===== src/rtl/tape_loader_pkg.sv =====
// Shared types and default parameter values for the tape loader.
package tape_loader_pkg;

  typedef enum logic {
    LOAD   = 1'b0,
    SEALED = 1'b1
  } state_t;

  localparam int unsigned DEF_DATA_W       = 6;
  localparam int unsigned DEF_DEPTH        = 64;
  localparam int unsigned DEF_SYNC_STAGES  = 2;
  localparam int unsigned DEF_DEBOUNCE_CYC = 4;

endpackage


===== src/rtl/tape_loader_input_conditioner.sv =====
// One-bit input conditioner: synchronizer chain, optional debounce, rising-edge pulse.
// Debounce is present only when TAPE_LOADER_DEBOUNCE_EN is defined.
module input_conditioner #(
  parameter int unsigned SYNC_STAGES  = 2,
  parameter int unsigned DEBOUNCE_CYC = 4
) (
  input  logic clock,
  input  logic reset,
  input  logic din,
  output logic pulse
);

  logic [SYNC_STAGES-1:0] sync_q;
  logic                   sync;
  logic                   level;
  logic                   level_prev;

  // Shift the raw input through the synchronizer chain.
  always_ff @(posedge clock or negedge reset) begin
    if (!reset) begin
      sync_q <= '0;
    end else begin
      sync_q <= {sync_q[SYNC_STAGES-2:0], din};
    end
  end

  assign sync = sync_q[SYNC_STAGES-1];

`ifdef TAPE_LOADER_DEBOUNCE_EN
  // Counter wide enough to hold DEBOUNCE_CYC-1.
  localparam int unsigned DW = $clog2(DEBOUNCE_CYC + 1);

  logic [DW-1:0] deb_cnt;
  logic          deb_level;

  // Accept a new level only after DEBOUNCE_CYC consecutive differing samples.
  always_ff @(posedge clock or negedge reset) begin
    if (!reset) begin
      deb_cnt   <= '0;
      deb_level <= 1'b0;
    end else if (sync != deb_level) begin
      if (deb_cnt == DW'(DEBOUNCE_CYC - 1)) begin
        deb_level <= sync;
        deb_cnt   <= '0;
      end else begin
        deb_cnt <= deb_cnt + DW'(1);
      end
    end else begin
      deb_cnt <= '0;
    end
  end

  assign level = deb_level;
`else
  assign level = sync;
`endif

  // Remember the previous accepted level for edge detection.
  always_ff @(posedge clock or negedge reset) begin
    if (!reset) begin
      level_prev <= 1'b0;
    end else begin
      level_prev <= level;
    end
  end

  assign pulse = level & ~level_prev;

endmodule


===== src/rtl/tape_loader.sv =====
// Tape loader: buttons store synchronized switch symbols into a buffer, a "done"
// press seals the tape, and the consumer drains it in order.
// Optional debounce of the buttons is enabled by defining TAPE_LOADER_DEBOUNCE_EN.
module tape_loader
  import tape_loader_pkg::*;
#(
  parameter int unsigned DATA_W       = DEF_DATA_W,
  parameter int unsigned DEPTH        = DEF_DEPTH,
  parameter int unsigned SYNC_STAGES  = DEF_SYNC_STAGES,
  parameter int unsigned DEBOUNCE_CYC = DEF_DEBOUNCE_CYC
) (
  input  logic                   clock,
  input  logic                   reset,
  input  logic [DATA_W-1:0]      data_async,
  input  logic                   next_async,
  input  logic                   done_async,
  input  logic                   rd_ready,
  output logic                   rd_valid,
  output logic [DATA_W-1:0]      rd_data,
  output logic [$clog2(DEPTH):0] count,
  output logic                   sealed,
  output logic                   overflow
);

  localparam int unsigned AW = $clog2(DEPTH);
  localparam int unsigned CW = AW + 1;

  logic [DATA_W-1:0] data_sync_q [SYNC_STAGES];
  logic [DATA_W-1:0] data_sync;
  logic [DATA_W-1:0] mem [DEPTH];
  logic [AW-1:0]     wr_ptr;
  logic [AW-1:0]     rd_ptr;
  state_t            state;
  logic              next_pulse;
  logic              done_pulse;
  logic              full;
  logic              empty;
  logic              wr_en;
  logic              seal_req;

  input_conditioner #(
    .SYNC_STAGES (SYNC_STAGES),
    .DEBOUNCE_CYC(DEBOUNCE_CYC)
  ) u_next_cond (
    .clock(clock),
    .reset(reset),
    .din  (next_async),
    .pulse(next_pulse)
  );

  input_conditioner #(
    .SYNC_STAGES (SYNC_STAGES),
    .DEBOUNCE_CYC(DEBOUNCE_CYC)
  ) u_done_cond (
    .clock(clock),
    .reset(reset),
    .din  (done_async),
    .pulse(done_pulse)
  );

  // Synchronize the symbol switches; they are never debounced.
  always_ff @(posedge clock or negedge reset) begin
    if (!reset) begin
      for (int i = 0; i < SYNC_STAGES; i++) data_sync_q[i] <= '0;
    end else begin
      data_sync_q[0] <= data_async;
      for (int i = 1; i < SYNC_STAGES; i++) data_sync_q[i] <= data_sync_q[i-1];
    end
  end

  assign data_sync = data_sync_q[SYNC_STAGES-1];

  assign full     = (count == CW'(DEPTH));
  assign empty    = (count == '0);
  assign wr_en    = (state == LOAD) && next_pulse && !full;
  // A simultaneous store counts toward the non-empty condition for sealing.
  assign seal_req = (state == LOAD) && done_pulse && (!empty || next_pulse);

  // Buffer storage; contents deliberately survive reset.
  always_ff @(posedge clock) begin
    if (wr_en) mem[wr_ptr] <= data_sync;
  end

  // Load/seal FSM with count, pointers and sticky overflow.
  always_ff @(posedge clock or negedge reset) begin
    if (!reset) begin
      state    <= LOAD;
      count    <= '0;
      wr_ptr   <= '0;
      rd_ptr   <= '0;
      overflow <= 1'b0;
    end else begin
      case (state)
        LOAD: begin
          if (next_pulse) begin
            if (!full) begin
              count  <= count + CW'(1);
              wr_ptr <= wr_ptr + AW'(1);
            end else begin
              overflow <= 1'b1;
            end
          end
          if (seal_req) state <= SEALED;
        end
        SEALED: begin
          if (rd_ready && !empty) begin
            rd_ptr <= rd_ptr + AW'(1);
            count  <= count - CW'(1);
            if (count == CW'(1)) begin
              state    <= LOAD;
              overflow <= 1'b0;
            end
          end
        end
        default: state <= LOAD;
      endcase
    end
  end

  assign sealed   = (state == SEALED);
  assign rd_valid = sealed && !empty;
  assign rd_data  = rd_valid ? mem[rd_ptr] : '0;

endmodule

===== config.mk =====
export PLATFORM = sky130hd
export DESIGN_NAME = tape_loader
export DESIGN_NICKNAME = d
export VERILOG_FILES = /design/src/rtl/tape_loader_pkg.sv /design/src/rtl/tape_loader_input_conditioner.sv /design/src/rtl/tape_loader.sv
export SDC_FILE = /design/constraint.sdc
export NUM_CORES = 1
export LEC_CHECK = 0
export CORE_MARGIN = 3
export CORE_UTILIZATION = 59
export DETAILED_ROUTE_END_ITERATION = 16
export MAX_ROUTING_LAYER = met4
export PLACE_DENSITY = 0.76
export SYNTH_ARGS = -nofsm -noshare
export SYNTH_HDL_FRONTEND = slang
export SYNTH_SLANG_ARGS = --single-unit

===== constraint.sdc =====
create_clock -name clock -period 4.6 [get_ports clock]
set_input_delay 0.69 -clock clock [delete_from_list [all_inputs] [get_ports clock]]
set_output_delay 0.69 -clock clock [all_outputs]
set_load 0.01 [all_outputs]

==> flow_metrics.env, run 1 <==
export IMPL_die_x_um=175
export IMPL_hpwl_um=21000
export IMPL_core_rowCount=61
export IMPL_synthFlopType="edfxtp_1"
export IMPL_ant_nets=0
export IMPL_power_density_nw_per_um2=568
export IMPL_critical_path_max_stage_delay_ns=0.68
export IMPL_cts_max_level=2
export IMPL_yosysSeqAreaShare_pct=74.5
export IMPL_via_per_inst=6.30
export IMPL_grt_pass1_vias=8562
export IMPL_core_area_um2=27900
export IMPL_fin_area_um2=18500
export IMPL_fin_util_pct=66.4
export IMPL_rsz0062_at_grt="no"
export IMPL_leakage_nw=6.06
export IMPL_cp_top_family="buffers and inverters"
export IMPL_clk_path_buf_depth=3
export IMPL_synthesis_nets=914
export IMPL_cts_tree="yes"
export IMPL_crit_path_cell_trace="buf_4, mux4_2, nand2b_1, a211oi_1, nor2_1, a32o_1, clkdlybuf4s50_1"
export IMPL_grt_max_degree=65
export IMPL_fin_setup_tns_ns=0
export IMPL_worst_path_max_fanout=24
export IMPL_cp_end_kind="output pin"
export IMPL_boundaryPins=27
export IMPL_setup_violations=0
export IMPL_gr_usage_met1_pct=33.5
export IMPL_cp_num_buf_inv=2
export IMPL_dp_slack_ns=0.879
export IMPL_holdCritPathClass="in -> async"
export IMPL_clock_sink_count=423
export IMPL_period_needed_ns=4.26
export IMPL_wire_per_inst_um=25.5
export IMPL_syn_mean_instance_area_um2=18.7
export IMPL_fin_hold_ws_ns=0.273
export IMPL_finalMaxSlewViolations=0
export IMPL_clock_latency_ns=0.53
export IMPL_relSlewSlack_pct=17.3
export IMPL_tightest_slew_ns=1.24
export IMPL_cp_arrival_ns=3.57
export IMPL_vdd_drop_max_mv=0.338
export IMPL_critPathSlowestCell="dfrtp_4"
export IMPL_worst_slack_ns=0.340
export IMPL_final_hold_violation_count=0
export IMPL_busiest_layer="met2"
export IMPL_final_cell_mix="384 x edfxtp_1, 86 x nor2_1, 74 x mux2i_1"
export IMPL_path_clk_slew_ns=0.06
export IMPL_use_met3_pct=3.35
export IMPL_grt_pass1_wl_um=52600
export IMPL_yosysWarningCount=0
export IMPL_use_met2_pct=37.1
export IMPL_start_util_pct=60.1
export IMPL_synth_cell_types=59
export IMPL_cts_buffers=41
export IMPL_dieArea_um2=30500
export IMPL_layout_nets=945
export IMPL_globalRouteOverflowTotal=0
export IMPL_post_cts_buffers=0
export IMPL_synth_top_area_share_pct=68.7
export IMPL_cts_hold_buf=0
export IMPL_ctsRootBufferMaster="clkbuf_16"
export IMPL_die_y_um=175
export IMPL_clock_skew_ns=0.0243
export IMPL_yosysTopAreaCell="edfxtp_1"
export IMPL_synth_seq_cells=423
export IMPL_n_antenna_cell=0
export IMPL_placed_area_um2=17300
export IMPL_antenna_found_initial=0
export IMPL_synth_area_um2=16800
export IMPL_fmax_mhz=235
export IMPL_track_usage_pct=23.7
export IMPL_period_share_pct=92.6
export IMPL_synth_edf_count=384
export IMPL_synthToLayoutAreaGrowth_pct=10.5
export IMPL_startpoint_type="flop"
export IMPL_vias=8423
export IMPL_synthArstFlopShare_pct=9.22
export IMPL_status="finished clean"
export IMPL_first_iter_violations=1075
export IMPL_drc=0
export IMPL_cts_resized=0
export IMPL_synth_area_top_cells="edfxtp_1 69%, mux4_2 8.9%, dfrtp_1 5.8%"
export IMPL_globalplace_congestion=0.888
export IMPL_wirelength_um=34100
export IMPL_cp_required_ns=3.91
export IMPL_firstDrtPassIters=6
export IMPL_final_layout_size_suffix_gt1_share_pct=17.0
export IMPL_cap_viol_max_count=0
export IMPL_criticalPathCategory="reg -> out"
export IMPL_final_common_cell="edfxtp_1"
export IMPL_syn_inst=897
export IMPL_numPortBuffers=26
[worst register-to-register path: cells and delay by family, from the launching register on]
kind,cells,cell delay [ns]
AO/OA/AOI/OAI,1,0.54
flip-flops,1,0.53
AND/OR/NAND/NOR,4,1.97
[synth_stat cells (10+ instances only)]
master    number
edfxtp_1     384
nor2_1        86
mux2i_1       74
mux4_2        66
dfrtp_1       39
a21oi_1       18
nand2_1       18
o21ai_0       16
buf_2         15
clkbuf_1      12
nand3_1       11
o221ai_1      11
a211oi_1      10
[registers in the layout, summed over array words and instances (netlist names)]
register,cells
wr_ptr,6
data_sync_q,6
sealed,1
overflow,1
rd_ptr,6
u_next_cond.level_prev,1
u_done_cond.sync_q,2
data_sync,6
u_next_cond.sync_q,2
count,7
mem,384
u_done_cond.level_prev,1
[through the flow]
| stage | power, mW | std cells |
|---|---|---|
| 2_1_floorplan | 6.60 | 897 |
| 3_3_place_gp | 7.44 | 1263 |
| 3_5_place_dp | 7.47 | 1263 |
| 4_1_cts | 10.6 | 1337 |
| 5_1_grt | 10.9 | 1337 |
| 6_report | 10.5 | 1337 |
[kinds of logic after synthesis]
logic type | count (synthesis) | synth area share [%]
adder cells (fa/ha/maj) | 6 | 0.447
buffers and inverters | 59 | 2.28
XOR/XNOR | 17 | 0.887
multiplexers | 145 | 13.6
AND/OR/NAND/NOR | 156 | 4.48
flip-flops | 423 | 74.5
AO/OA/AOI/OAI | 91 | 3.75
[metal layers]
layer,routed length (µm),vias to the layer above
li1,-,3638
met1,13800,4304
met2,16800,402
met3,2510,79
met4,976,0
met5,0,-
[cell type report]
type | count | area, µm²
sequential | 423 | 12500
fill | 1872 | 9390
multi-input combinational | 415 | 3890
clock buffer | 58 | 1140
tap | 378 | 473
timing repair buffer | 41 | 393
clock inverter | 16 | 105
inverter | 6 | 22.5
[where the power goes]
| group | internal, mW | total [mW] | leakage (nW) | switching, mW |
|---|---|---|---|---|
| registers | 4.28 | 4.61 | 3.91 | 0.328 |
| logic | 1.34 | 2.80 | 1.55 | 1.46 |
| clock network | 1.79 | 3.12 | 0.603 | 1.33 |
| total | 7.42 | 10.5 | 6.06 | 3.11 |
[worst paths after layout]
path | from | endpoint | slack, ns | cells after the start
setup / recovery | rd_ptr[1] | rd_data[4] | 0.34 | 7
hold / removal | reset | data_sync_q[10] | 0.27 | 1
setup reg to reg | sealed | mem[16][2] | 1.19 | 5
hold reg to reg | data_sync_q[6] | data_sync[0] | 0.35 | 0
max in group asynchronous | reset | rd_ptr[0] | 3.69 | 1
min in group clock | data_sync_q[6] | data_sync[0] | 0.35 | 0
Note: power is estimated with default switching activity, not from simulation.
==> run 2, diff against run 1 <==
Settings changed: CTS_CLUSTER_SIZE set to 8.
==> run 2 against run 1 <==
Compared with the run above: first-iteration DRC count is 18% lower; sequential cell count stayed put; maximum frequency is 0.77% lower; combinational power hardly changed; via count is 2.2% higher; non-clock buffer count stayed put; clock skew is 0.0023 ns lower; critical path depth stayed put.
==> flow_metrics.env, run 2 (synthesis results as in run 1) <==
export IMPL_final_cell_mix="384 x edfxtp_1, 86 x nor2_1, 74 x mux2i_1"
export IMPL_startpoint_type="flop"
export IMPL_clockPowerShare_pct=34.4
export IMPL_cts_hold_buf=0
export IMPL_grt_pass1_vias=8973
export IMPL_setup_violations=0
export IMPL_first_iter_violations=881
export IMPL_layout_nets=962
export IMPL_cts_buffers=58
export IMPL_criticalPathCategory="reg -> out"
export IMPL_power_density_nw_per_um2=597
export IMPL_holdCritPathClass="in -> async"
export IMPL_track_usage_pct=24.5
export IMPL_grt_max_degree=65
export IMPL_pwr_share_comb_pct=24.8
export IMPL_die_x_um=175
export IMPL_clk_path_buf_depth=3
export IMPL_seq_power_share_pct=40.8
export IMPL_post_cts_buffers=0
export IMPL_wire_per_inst_um=25.7
export IMPL_cts_resized=0
export IMPL_finalMaxSlewViolations=0
export IMPL_clock_sink_count=423
export IMPL_seqCellArea_um2=12500
export IMPL_ctsRootBufferMaster="clkbuf_16"
export IMPL_wirelength_um=35300
export IMPL_core_area_um2=27900
export IMPL_cp_arrival_ns=3.60
export IMPL_multi_input_area_um2=3890
export IMPL_start_util_pct=60.1
export IMPL_cap_viol_max_count=0
export IMPL_timing_rr_start="sealed"
export IMPL_final_hold_violation_count=0
export IMPL_boundaryPins=27
export IMPL_die_y_um=175
export IMPL_top_regs="mem: 384 flops, count: 7 flops"
export IMPL_p_switching_mw=3.30
export IMPL_fin_setup_tns_ns=0
export IMPL_firstDrtPassIters=5
export IMPL_period_share_pct=93.3
export IMPL_relSlewSlack_pct=17.8
export IMPL_fmax_mhz=233
export IMPL_worst_path_max_fanout=24
export IMPL_rsz0062_at_grt="no"
export IMPL_path_clk_slew_ns=0.05
export IMPL_power_internal_mw=8.03
export IMPL_p_sw_share_pct=29.1
export IMPL_leakage_nw=6.25
export IMPL_tightest_slew_ns=1.23
export IMPL_via_per_inst=6.27
export IMPL_dieArea_um2=30500
export IMPL_cp_end_kind="output pin"
export IMPL_drc=0
export IMPL_fillers=1834
export IMPL_vias=8612
export IMPL_hpwl_um=21000
export IMPL_antenna_found_initial=0
export IMPL_synthToLayoutAreaGrowth_pct=13.2
export IMPL_cts_max_level=2
export IMPL_cp_startpoint="rd_ptr[1]"
export IMPL_globalRouteOverflowTotal=0
export IMPL_final_layout_size_suffix_gt1_share_pct=17.2
export IMPL_grt_pass1_wl_um=54700
export IMPL_worst_slack_ns=0.307
export IMPL_clock_skew_ns=0.0220
export IMPL_top_register="mem"
export IMPL_core_rowCount=61
export IMPL_numPortBuffers=26
export IMPL_vdd_drop_max_mv=0.321
export IMPL_largest_reg_flops=384
export IMPL_ant_nets=0
export IMPL_period_needed_ns=4.29
export IMPL_dp_slack_ns=0.879
export IMPL_n_antenna_cell=0
export IMPL_status="finished clean"
export IMPL_globalplace_congestion=0.888
export IMPL_clock_latency_ns=0.57
export IMPL_cp_required_ns=3.91
export IMPL_final_common_cell="edfxtp_1"
export IMPL_cts_tree="yes"
-- run 2: changes by cell type in the layout (fill, tap and decap cells not counted) --
cell | before | now
inv_16 | 0 | 1
clkinvlp_4 | 2 | 0
clkinv_2 | 5 | 0
clkbuf_16 | 43 | 59
clkbuf_1 | 14 | 49
clkinv_1 | 7 | 0
clkbuf_8 | 1 | 0
bufinv_16 | 1 | 0
-- run 2: final timing paths --
path	depth (start not counted)	to	slack (ns)
worst max-delay path	7	rd_data[4]	0.31
worst min-delay path	1	data_sync_q[7]	0.24
max in group asynchronous	1	rd_ptr[0]	3.72
worst min register to register	0	data_sync[4]	0.34
min in group clock	0	data_sync[4]	0.34
worst max register to register	5	mem[16][2]	1.19
-- run 2: per-stage QoR --
step	cells	hold WS [ns]	util [%]	area (µm²)	total power [mW]
2_1_floorplan	897	0.331	-	16800	6.60
3_3_place_gp	1263	0.332	61.9	17300	7.44
3_5_place_dp	1263	0.335	61.9	17300	7.47
4_1_cts	1373	0.255	68.0	19000	11.4
5_1_grt	1373	0.294	68.0	19000	11.7
6_report	1373	0.241	68.0	19000	11.3
-- run 2: per-layer routing --
metal	vias to the layer above	part of all wire (%)	global-route usage, %
met4	0	2.9	8.31
met3	84	8.5	4.52
met2	468	49	37.9
met5	-	0	-
li1	3684	-	-
met1	4376	40	33.9
-- run 2: area by class of cell --
type | instances | area share [%]
repair buffers | 41 | 2.07
flip-flops and latches | 423 | 65.9
clock inverters | 2 | 0.152
multi-input cells | 415 | 20.5
well taps | 378 | 2.49
inverters | 6 | 0.119
clock buffers | 108 | 8.74
-- run 2: critical path, cell delays in order, from the launching register on --
cell and delay (ns):
dfrtp_4 0.68, buf_4 0.46, mux4_2 0.58, nand2b_1 0.16, a211oi_1 0.28, nor2_1 0.09
a32o_1 0.26, clkdlybuf4s50_1 0.50
-- run 2: power groups by stage --
stage / logic [mW] / clock network [mW] / registers, mW
floorplan: 2.13 / 0 / 4.47
global placement: 2.76 / 0 / 4.69
detailed placement: 2.78 / 0 / 4.70
CTS: 2.80 / 3.95 / 4.62
global route: 2.96 / 4.12 / 4.65
finish: 2.81 / 3.90 / 4.62
